**src/rtl/dram_arbiter.sv**
```systemverilog
// dram_arbiter: round-robin arbiter that grants NUM_CORES cores one at a time onto a single
// synchronous single-port data RAM, returning per-core ack pulses, stalls and held read data.
module dram_arbiter #(
  parameter int NUM_CORES = 4,
  parameter int ADDR_W    = 16,
  parameter int DATA_W    = 8
) (
  input  logic                        i_clk,
  input  logic                        i_rst_n,
  input  logic [NUM_CORES*ADDR_W-1:0] i_core_addr,
  input  logic [NUM_CORES*2-1:0]      i_core_read,
  input  logic [NUM_CORES*2-1:0]      i_core_write,
  input  logic [NUM_CORES*DATA_W-1:0] i_core_wdata,
  output logic [NUM_CORES*DATA_W-1:0] o_core_rdata,
  output logic [NUM_CORES-1:0]        o_ack,
  output logic [NUM_CORES-1:0]        o_stall,
  output logic [ADDR_W-1:0]           o_mem_addr,
  output logic                        o_mem_we,
  output logic [DATA_W-1:0]           o_mem_wdata,
  input  logic [DATA_W-1:0]           i_mem_rdata,
  output logic                        o_busy
);
  localparam int IDX_W = (NUM_CORES > 1) ? $clog2(NUM_CORES) : 1;
  localparam logic [1:0] S_IDLE   = 2'd0;
  localparam logic [1:0] S_GRANT  = 2'd1;
  localparam logic [1:0] S_RDWAIT = 2'd2;
  localparam logic [1:0] S_ACK    = 2'd3;

  logic [1:0]                  r_state;
  logic [IDX_W-1:0]            r_ptr;
  logic [IDX_W-1:0]            r_idx;
  logic                        r_is_wr;
  logic                        r_mask;
  logic [NUM_CORES*DATA_W-1:0] r_rdata;
  logic [ADDR_W-1:0]           r_mem_addr;
  logic [DATA_W-1:0]           r_mem_wdata;
  logic                        r_mem_we;
  logic [NUM_CORES-1:0]        w_req;
  logic [NUM_CORES-1:0]        w_wr;
  logic [NUM_CORES-1:0]        w_elig;
  logic                        w_found;
  logic [IDX_W-1:0]            w_win;
  logic [IDX_W-1:0]            w_j;

  always_comb begin
    w_req = '0;
    w_wr  = '0;
    for (int n = 0; n < NUM_CORES; n++) begin
      w_wr[n]  = |i_core_write[n*2 +: 2];
      w_req[n] = (|i_core_write[n*2 +: 2]) | (|i_core_read[n*2 +: 2]);
    end
  end

  // the core acked last cycle is still dropping its request, so ignore it once
  assign w_elig = w_req & ~(r_mask ? (NUM_CORES'(1) << r_ptr) : '0);

  // walk offsets high to low so the nearest requester after r_ptr wins
  always_comb begin
    w_found = 1'b0;
    w_win   = r_ptr;
    w_j     = r_ptr;
    for (int i = NUM_CORES; i >= 1; i--) begin
      w_j = IDX_W'((int'(r_ptr) + i) % NUM_CORES);
      if (w_elig[w_j]) begin
        w_found = 1'b1;
        w_win   = w_j;
      end
    end
  end

  always_ff @(posedge i_clk or negedge i_rst_n) begin
    if (!i_rst_n) begin
      r_state     <= S_IDLE;
      r_ptr       <= IDX_W'(NUM_CORES - 1);
      r_idx       <= '0;
      r_is_wr     <= 1'b0;
      r_mask      <= 1'b0;
      r_rdata     <= '0;
      r_mem_addr  <= '0;
      r_mem_wdata <= '0;
      r_mem_we    <= 1'b0;
    end else begin
      r_mem_we <= 1'b0;
      case (r_state)
        S_IDLE: begin
          r_mask <= 1'b0;
          if (w_found) begin
            r_state    <= S_GRANT;
            r_idx      <= w_win;
            r_is_wr    <= w_wr[w_win];
            r_mem_addr <= i_core_addr[w_win*ADDR_W +: ADDR_W];
            if (w_wr[w_win]) begin
              r_mem_we    <= 1'b1;
              r_mem_wdata <= i_core_wdata[w_win*DATA_W +: DATA_W];
            end
          end
        end
        S_GRANT:  r_state <= r_is_wr ? S_ACK : S_RDWAIT;
        S_RDWAIT: begin
          r_rdata[r_idx*DATA_W +: DATA_W] <= i_mem_rdata;
          r_state                         <= S_ACK;
        end
        default: begin
          r_ptr   <= r_idx;
          r_mask  <= 1'b1;
          r_state <= S_IDLE;
        end
      endcase
    end
  end

  assign o_ack        = (r_state == S_ACK) ? (NUM_CORES'(1) << r_idx) : '0;
  assign o_stall      = w_req & ~o_ack;
  assign o_core_rdata = r_rdata;
  assign o_mem_addr   = r_mem_addr;
  assign o_mem_we     = r_mem_we;
  assign o_mem_wdata  = r_mem_wdata;
  assign o_busy       = r_state != S_IDLE;
endmodule

```
**config.mk**
```make
export PLATFORM = sky130hd
export DESIGN_NAME = dram_arbiter
export DESIGN_NICKNAME = d
export VERILOG_FILES = /design/src/rtl/dram_arbiter.sv
export SDC_FILE = /design/constraint.sdc
export NUM_CORES = 1
export LEC_CHECK = 0
export CELL_PAD_IN_SITES_DETAIL_PLACEMENT = 1
export CELL_PAD_IN_SITES_GLOBAL_PLACEMENT = 2
export CORE_ASPECT_RATIO = 1.25
export CORE_MARGIN = 2
export CORE_UTILIZATION = 25
export DETAILED_ROUTE_END_ITERATION = 7
export GPL_ROUTABILITY_DRIVEN = 0
export GPL_TIMING_DRIVEN = 0
export PLACE_DENSITY = 0.85
export SLEW_MARGIN = 20
export SYNTH_ARGS = -nofsm -noshare
export SYNTH_HDL_FRONTEND = slang
export SYNTH_SLANG_ARGS = --single-unit
```
**constraint.sdc**
```tcl
create_clock -name i_clk -period 9.5 [get_ports i_clk]
set_clock_uncertainty 0.05 [all_clocks]
set_input_delay 1.9 -clock i_clk [delete_from_list [all_inputs] [get_ports i_clk]]
set_output_delay 1.9 -clock i_clk [all_outputs]
set_load 0.01 [all_outputs]
```
==> results of run 1 <==
==> logic make-up after synthesis <==
logic type | after synthesis | synth area share [%]
mux | 83 | 23.4
simple gates | 67 | 9.15
flops | 65 | 44.3
fa+ha+maj | 16 | 5.44
buf+inv | 21 | 2.75
compound gates | 71 | 15.0
==> power groups by stage <==
stage                     Combinational [mW]  Clock [mW]  Sequential, mW
after CTS                               1.39       0.398           0.485
after global routing                    1.48       0.411           0.500
after global placement                  1.33           0           0.480
after detailed placement                1.38           0           0.485
final                                   1.36       0.390           0.482
after floorplan                        0.808           0           0.517
==> per-stage QoR <==
step                      power, mW  utilization (%)
after CTS                      2.27             42.9
final                          2.23             42.9
after global routing           2.39             42.9
after floorplan                1.33                -
after global placement         1.81             40.1
after detailed placement       1.87             40.4
==> worst max-delay path: stages <==
cell,delay [ps]
clkdlybuf4s50_1,410
or4_1,530
buf_2,190
nor2b_1,140
clkdlybuf4s50_1,470
==> flip-flops by register name, indices dropped and copies added (netlist names) <==
register / flops
o_mem_wdata: 8
r_ptr: 2
r_idx: 2
o_mem_addr: 16
o_mem_we: 1
r_state: 2
r_is_wr: 1
r_mask: 1
o_core_rdata: 32
==> per-layer routing <==
layer,vias to the layer above,GRT usage [%],wire [um]
met5,-,0,0
met4,0,5.20,235
met3,13,3.22,687
met2,122,30.7,7000
met1,1720,19.4,5430
li1,1615,-,-
==> cell type report <==
| type | instances | area (sq um) | share of cell area (%) |
|---|---|---|---|
| Buffer | 14 | 75.1 | 1.22 |
| Clock buffer | 9 | 225 | 3.65 |
| Clock inverter | 7 | 124 | 2.01 |
| Inverter | 7 | 26.3 | 0.425 |
| Multi-Input combinational cell | 237 | 1970 | 32.0 |
| Sequential cell | 65 | 1630 | 26.4 |
| Tap cell | 178 | 223 | 3.61 |
| Timing Repair Buffer | 190 | 1900 | 30.8 |
==> cells in the final DEF (no fill, tap or decap), types with 2 or more instances in the layout <==
cell,n
a22o_1,32
a22oi_1,2
a32o_1,2
and2_1,7
buf_2,5
buf_4,6
bufinv_16,3
clkbuf_1,6
clkbuf_16,9
clkdlybuf4s50_1,186
dfrtp_1,63
dfstp_2,2
ha_1,16
inv_1,7
inv_6,3
mux2_1,8
mux2_2,17
mux2i_1,58
nand2_1,31
nand4_1,3
nor2_1,6
nor2b_1,2
nor3_1,2
nor4_1,6
nor4b_2,3
o21ai_0,5
o21ai_1,17
o31ai_1,2
or4_1,4
==> worst min-delay path by stage <==
| stage | slack [ps] | cells past startpoint | to |
|---|---|---|---|
| final | 430 | 2 | o_mem_addr[7] |
| after CTS | 440 | 2 | o_mem_addr[7] |
| after floorplan | 400 | 1 | r_is_wr |
| after detailed placement | 430 | 2 | o_mem_addr[7] |
| after global routing | 460 | 1 | o_mem_wdata[5] |
| after global placement | 410 | 1 | r_is_wr |
==> metrics.yaml, run 1 <==
timing:
  fin_ws_ps: 3910
  relSlewSlack_pct: 40.5
  fin_crit_sh_pct: 58.8
  whs_ps: 433
  worst_pin_slew_ps: 885
  setup_viol: 0
  max_freq_ghz: 0.179
  drv_slew: 0
  hold_violations: 0
  finalCriticalPeriod_ps: 5590
  rsz0062_at_grt: "false"
  fin_tns_setup_ps: 0
logic_synthesis:
  synth_top_area_share_pct: 42.8
  synth_edf_count: 0
  ys_seq_area_share_pct: 44.3
  synth_top_area_cell: "dfrtp_1"
  syn_nets: 461
  yosys_register_bits: 65
  synth_cell_type_count: 38
  synth_warnings: 0
  synthesis.instances: 323
  synthFlopType: "dfrtp_1"
  netlist_top_cells_area: "dfrtp_1 (43%), mux2i_1 (16%), a22o_1 (7.6%)"
  yosys-top-cells-count: "dfrtp_1 (63), mux2i_1 (58), a22o_1 (32)"
  syn_area_sq_um: 3680
  async_flop_share_pct: 100
  avgSynthCellArea_sq_um: 11.4
  synth_most_common_cell: "dfrtp_1"
cts:
  hold_buffers: 0
  cts_max_level: 3
  clkSlewWorstSetupHoldPaths_ps: 60
  clock_sinks: 65
  cts_setup_buffers: 0
  cts-root-buf: "clkbuf_16"
  cts_buffer_depth: 2
  clock_latency_ps: 320
  cts_resized: 0
  cts_tree: "built"
  cts_inserted_buffers: 9
route:
  firstDrtPassIters: 4
  first_iter_violations: 107
  drt-total-wl_um: 13300
  viasPerCell: 4.91
  drc: 0
  antenna_left: 0
  dr_total_vias: 3470
  wl_per_cell_um: 18.9
power_and_ir_drop:
  peakVddDrop_mv: 0.228
  p_sw_uw: 875
  p_per_area_nw_per_um2: 361
  switching_share_pct: 39.2
  intPower_mw: 1.35
  p_clk_share_pct: 17.5
  pwr-share-seq_pct: 21.6
  cellLeakagePower_nw: 2.71
  p_comb_share_pct: 60.9
global_routing:
  grt_pass1_wl_um: 20900
  grt_antenna_before_repair: 0
  grt_overflow_total: 0
  grt_max_degree: 35
  grtUsageTotal_pct: 16.7
  grt_pass1_vias: 3902
layout:
  area_growth_pct: 67.8
  finalNonFillerCells: 707
  nNetsFinal: 662
  final.fill_count: 1577
  antenna_cells: 0
  postLayoutCellArea_sq_um: 6180
  drive_gt1_share_pct: 10.4
setup_path:
  cp_max_fo: 7
  cp.arrival_ps: 3640
  r2r-end: "o_mem_wdata[2]"
  end_kind: "output port"
  endpoint: "o_stall[2]"
  startpoint: "i_core_write[5]"
  start_kind: "input pin"
  r2r-start: "r_ptr[0]"
  reg2reg_setup_slack_ps: 5620
  required_ps: 7550
  path_class: "input pin to output port"
  rr_worst_depth: 12
floorplanning:
  rows: 49
  die_area_sq_um: 15700
  die_x_um: 113
  pin_count: 188
  die_y_um: 140
  design.core.area_sq_um: 14400
  initial_core_util_pct: 25.5
run_status:
  status: "completed"
place:
  dp_slack_ps: 3910
  port_buffers: 187
  placed_area_sq_um: 5830
  placedCellCount: 691
  place_hpwl_um: 10500
job:
  drv_cap: 0
min_path:
  hp-class: "flop to flop"
  hold_start: "o_mem_addr[7]"
(Power assumes the default switching activity.)
==> inputs of run 2 (changes only) <==
--- a/config.mk
+++ b/config.mk
@@ -9,11 +9,11 @@
 export CELL_PAD_IN_SITES_GLOBAL_PLACEMENT = 2
 export CORE_ASPECT_RATIO = 1.25
 export CORE_MARGIN = 2
-export CORE_UTILIZATION = 25
+export CORE_UTILIZATION = 21
 export DETAILED_ROUTE_END_ITERATION = 7
 export GPL_ROUTABILITY_DRIVEN = 0
 export GPL_TIMING_DRIVEN = 0
-export PLACE_DENSITY = 0.85
+export PLACE_DENSITY = 0.76
 export SLEW_MARGIN = 20
 export SYNTH_ARGS = -nofsm -noshare
 export SYNTH_HDL_FRONTEND = slang
==> constraint.sdc (replaced) <==
create_clock -name i_clk -period 4.9 [get_ports i_clk]
set_clock_uncertainty 0.05 [all_clocks]
set_input_delay 0.98 -clock i_clk [delete_from_list [all_inputs] [get_ports i_clk]]
set_output_delay 0.98 -clock i_clk [all_outputs]
set_load 0.01 [all_outputs]
==> run 2 against run 1 <==
  * Critical path depth rose by 5
  * First-iteration DRC count rose by 21%
  * Clock-buffer cell count did not move
  * Sequential share of layout area barely moved
  * Register-to-register slack got worse by 4600 ps
  * Wire length rose by 4.6%
  * Total power rose by 90%
  * Critical path type is now input pin to flop
  * Global-route usage fell by 1.4 points
==> metrics.yaml, run 2 (same netlist as run 1, synthesis figures left out) <==
setup_path:
  crit_slowest_cell: "nor4_1"  # was or4_1
  r2r-start: "r_ptr[0]"  # unchanged
  startpoint: "i_core_write[1]"  # was i_core_write[5]
  max_stage_delay_ps: 830  # was 530 ps
  start_kind: "input pin"  # unchanged
  r2r-end: "o_mem_wdata[6]"  # was o_mem_wdata[2]
  end_kind: "flop"  # was output port
  reg2reg_setup_slack_ps: 1010  # was 5620 ps
  path_class: "input pin to flop"  # was input pin to output port
  cp_max_fo: 10  # was 7
  cp.arrival_ps: 4290  # was 3640 ps
  rr_worst_depth: 12  # unchanged
  crit_chain: "clkdlybuf4s50_1, nor4_1, or4_1, o221ai_1, a211oi_4, buf_4, buf_4, mux2i_1, mux2i_1, mux2_1"  # was clkdlybuf4s50_1, or4_1, buf_2, nor2b_1, clkdlybuf4s50_1
  required_ps: 5060  # was 7550 ps
  endpoint: "o_mem_wdata[6]"  # was o_stall[2]
cts:
  clock_latency_ps: 330  # was 320 ps
  cts_buffer_depth: 2  # unchanged
  hold_buffers: 0  # unchanged
  cts-root-buf: "clkbuf_16"  # unchanged
  cts_inserted_buffers: 9  # unchanged
  clock_sinks: 65  # unchanged
  clkSlewWorstSetupHoldPaths_ps: 60  # about the same
  cts_setup_buffers: 0  # unchanged
  cts_resized: 0  # unchanged
  cts_max_level: 3  # unchanged
  cts_tree: "built"  # unchanged
layout:
  finalNonFillerCells: 751  # was 707
  final_common_cell: "clkdlybuf4s50_1"  # unchanged
  final.fill_count: 1970  # was 1577
  mostFrequentLayoutCells: "clkdlybuf4s50_1 (186), dfrtp_1 (63), mux2i_1 (58)"  # unchanged
  area_growth_pct: 68.1  # was 67.8%
  largest_reg_flops: 32  # unchanged
  drive_gt1_share_pct: 10.1  # was 10.4%
  nNetsFinal: 660  # was 662
  antenna_cells: 0  # unchanged
route:
  first_iter_violations: 129  # was 107
  viasPerCell: 4.63  # was 4.91
  drt-total-wl_um: 14000  # was 13300 um
  antenna_left: 0  # unchanged
  dr_total_vias: 3474  # was 3470
  firstDrtPassIters: 4  # unchanged
  wl_per_cell_um: 18.6  # was 18.9 um
  drc: 0  # unchanged
floorplanning:
  rows: 54  # was 49
  initial_core_util_pct: 21.3  # was 25.5%
  design.core.area_sq_um: 17300  # was 14400 sq um
  die_area_sq_um: 18600  # was 15700 sq um
  die_x_um: 122  # was 113 um
  pin_count: 188  # unchanged
  die_y_um: 152  # was 140 um
power_and_ir_drop:
  cellLeakagePower_nw: 2.69  # was 2.71 nW
  p_per_area_nw_per_um2: 683  # was 361 nW/um^2
  peakVddDrop_mv: 0.227  # was 0.228 mV
  total_power_mw: 4.23  # was 2.23 mW
global_routing:
  grt_antenna_before_repair: 0  # unchanged
  grtUsageTotal_pct: 15.3  # was 16.7%
  grt_pass1_vias: 3918  # was 3902
  grt_max_degree: 54  # was 35
  grt_pass1_wl_um: 21800  # was 20900 um
  grt_overflow_total: 0  # unchanged
place:
  port_buffers: 187  # unchanged
  place_hpwl_um: 10900  # was 10500 um
  placedCellCount: 735  # was 691
timing:
  max_freq_ghz: 0.242
  drv_slew: 0  # unchanged
  finalCriticalPeriod_ps: 4130
  fin_tns_setup_ps: 0  # unchanged
  setup_viol: 0  # unchanged
  rsz0062_at_grt: "false"  # unchanged
  worst_pin_slew_ps: 939  # was 885 ps
  fin_crit_sh_pct: 84.3
  relSlewSlack_pct: 36.8  # was 40.5%
  hold_violations: 0  # unchanged
min_path:
  hp-class: "input pin to async pin"  # was flop to flop
run_status:
  status: "completed"  # unchanged
job:
  drv_cap: 0  # unchanged
-- run 2: cell count changes in the layout (fill, tap and decap cells not counted) --
cell	change
clkinv_2	+1
inv_6	-2
clkinv_4	+4
buf_16	+1
buf_2	-2
clkinvlp_4	-1
buf_12	-1
bufinv_16	-2
-- run 2: worst min-delay path by stage --
stage          slack, ps  cells past startpoint              end           start
2_1_floorplan        400                      1          r_is_wr         r_is_wr
3_3_place_gp         420                      2    o_mem_addr[4]   o_mem_addr[4]
3_5_place_dp         420                      1   o_mem_wdata[2]  o_mem_wdata[2]
4_1_cts              430                      1  o_core_rdata[8]         i_rst_n
5_1_grt              430                      1  o_core_rdata[8]         i_rst_n
6_report             430                      1  o_core_rdata[8]         i_rst_n
-- run 2: final cells by class --
cell class                 count  area, sq um  area share [%]
inverter                       7         26.3           0.425
buffer                        14         75.1            1.21
timing repair buffer         188         1900            30.7
clock buffer                   9          225            3.64
multi-input combinational    237         1970            31.9
sequential                    65         1630            26.3
tap                          224          280            4.53
clock inverter                 7         78.8            1.27
-- run 2: worst max-delay path: cells and delay by family --
family	cells	cell delay (ps)
AO/OA/AOI/OAI	2	620
buffers and inverters	3	1020
multiplexers	3	630
AND/OR/NAND/NOR	2	1050
-- run 2: through the flow --
stage	worst slack, ps	util, %	hold WS [ps]	cell area (sq um)
4_1_cts	667	35.8	425	6190
2_1_floorplan	1330	-	400	3680
5_1_grt	440	35.8	430	6190
6_report	769	35.8	432	6190
3_3_place_gp	361	33.7	419	5830
3_5_place_dp	326	34.0	424	5880
-- run 2: power by group --
part	switching, mW	internal [mW]
registers	0.163	0.779
logic	1.29	1.34
clock network	0.257	0.398
-- run 2: metal layers --
layer | vias to the layer above | global-route usage, % | share of wire [%]
met4 | 0 | 5.20 | 1.6
met2 | 115 | 26.7 | 52
li1 | 1617 | - | -
met3 | 13 | 5.52 | 8.3
met5 | - | 0 | 0
met1 | 1729 | 16.8 | 38
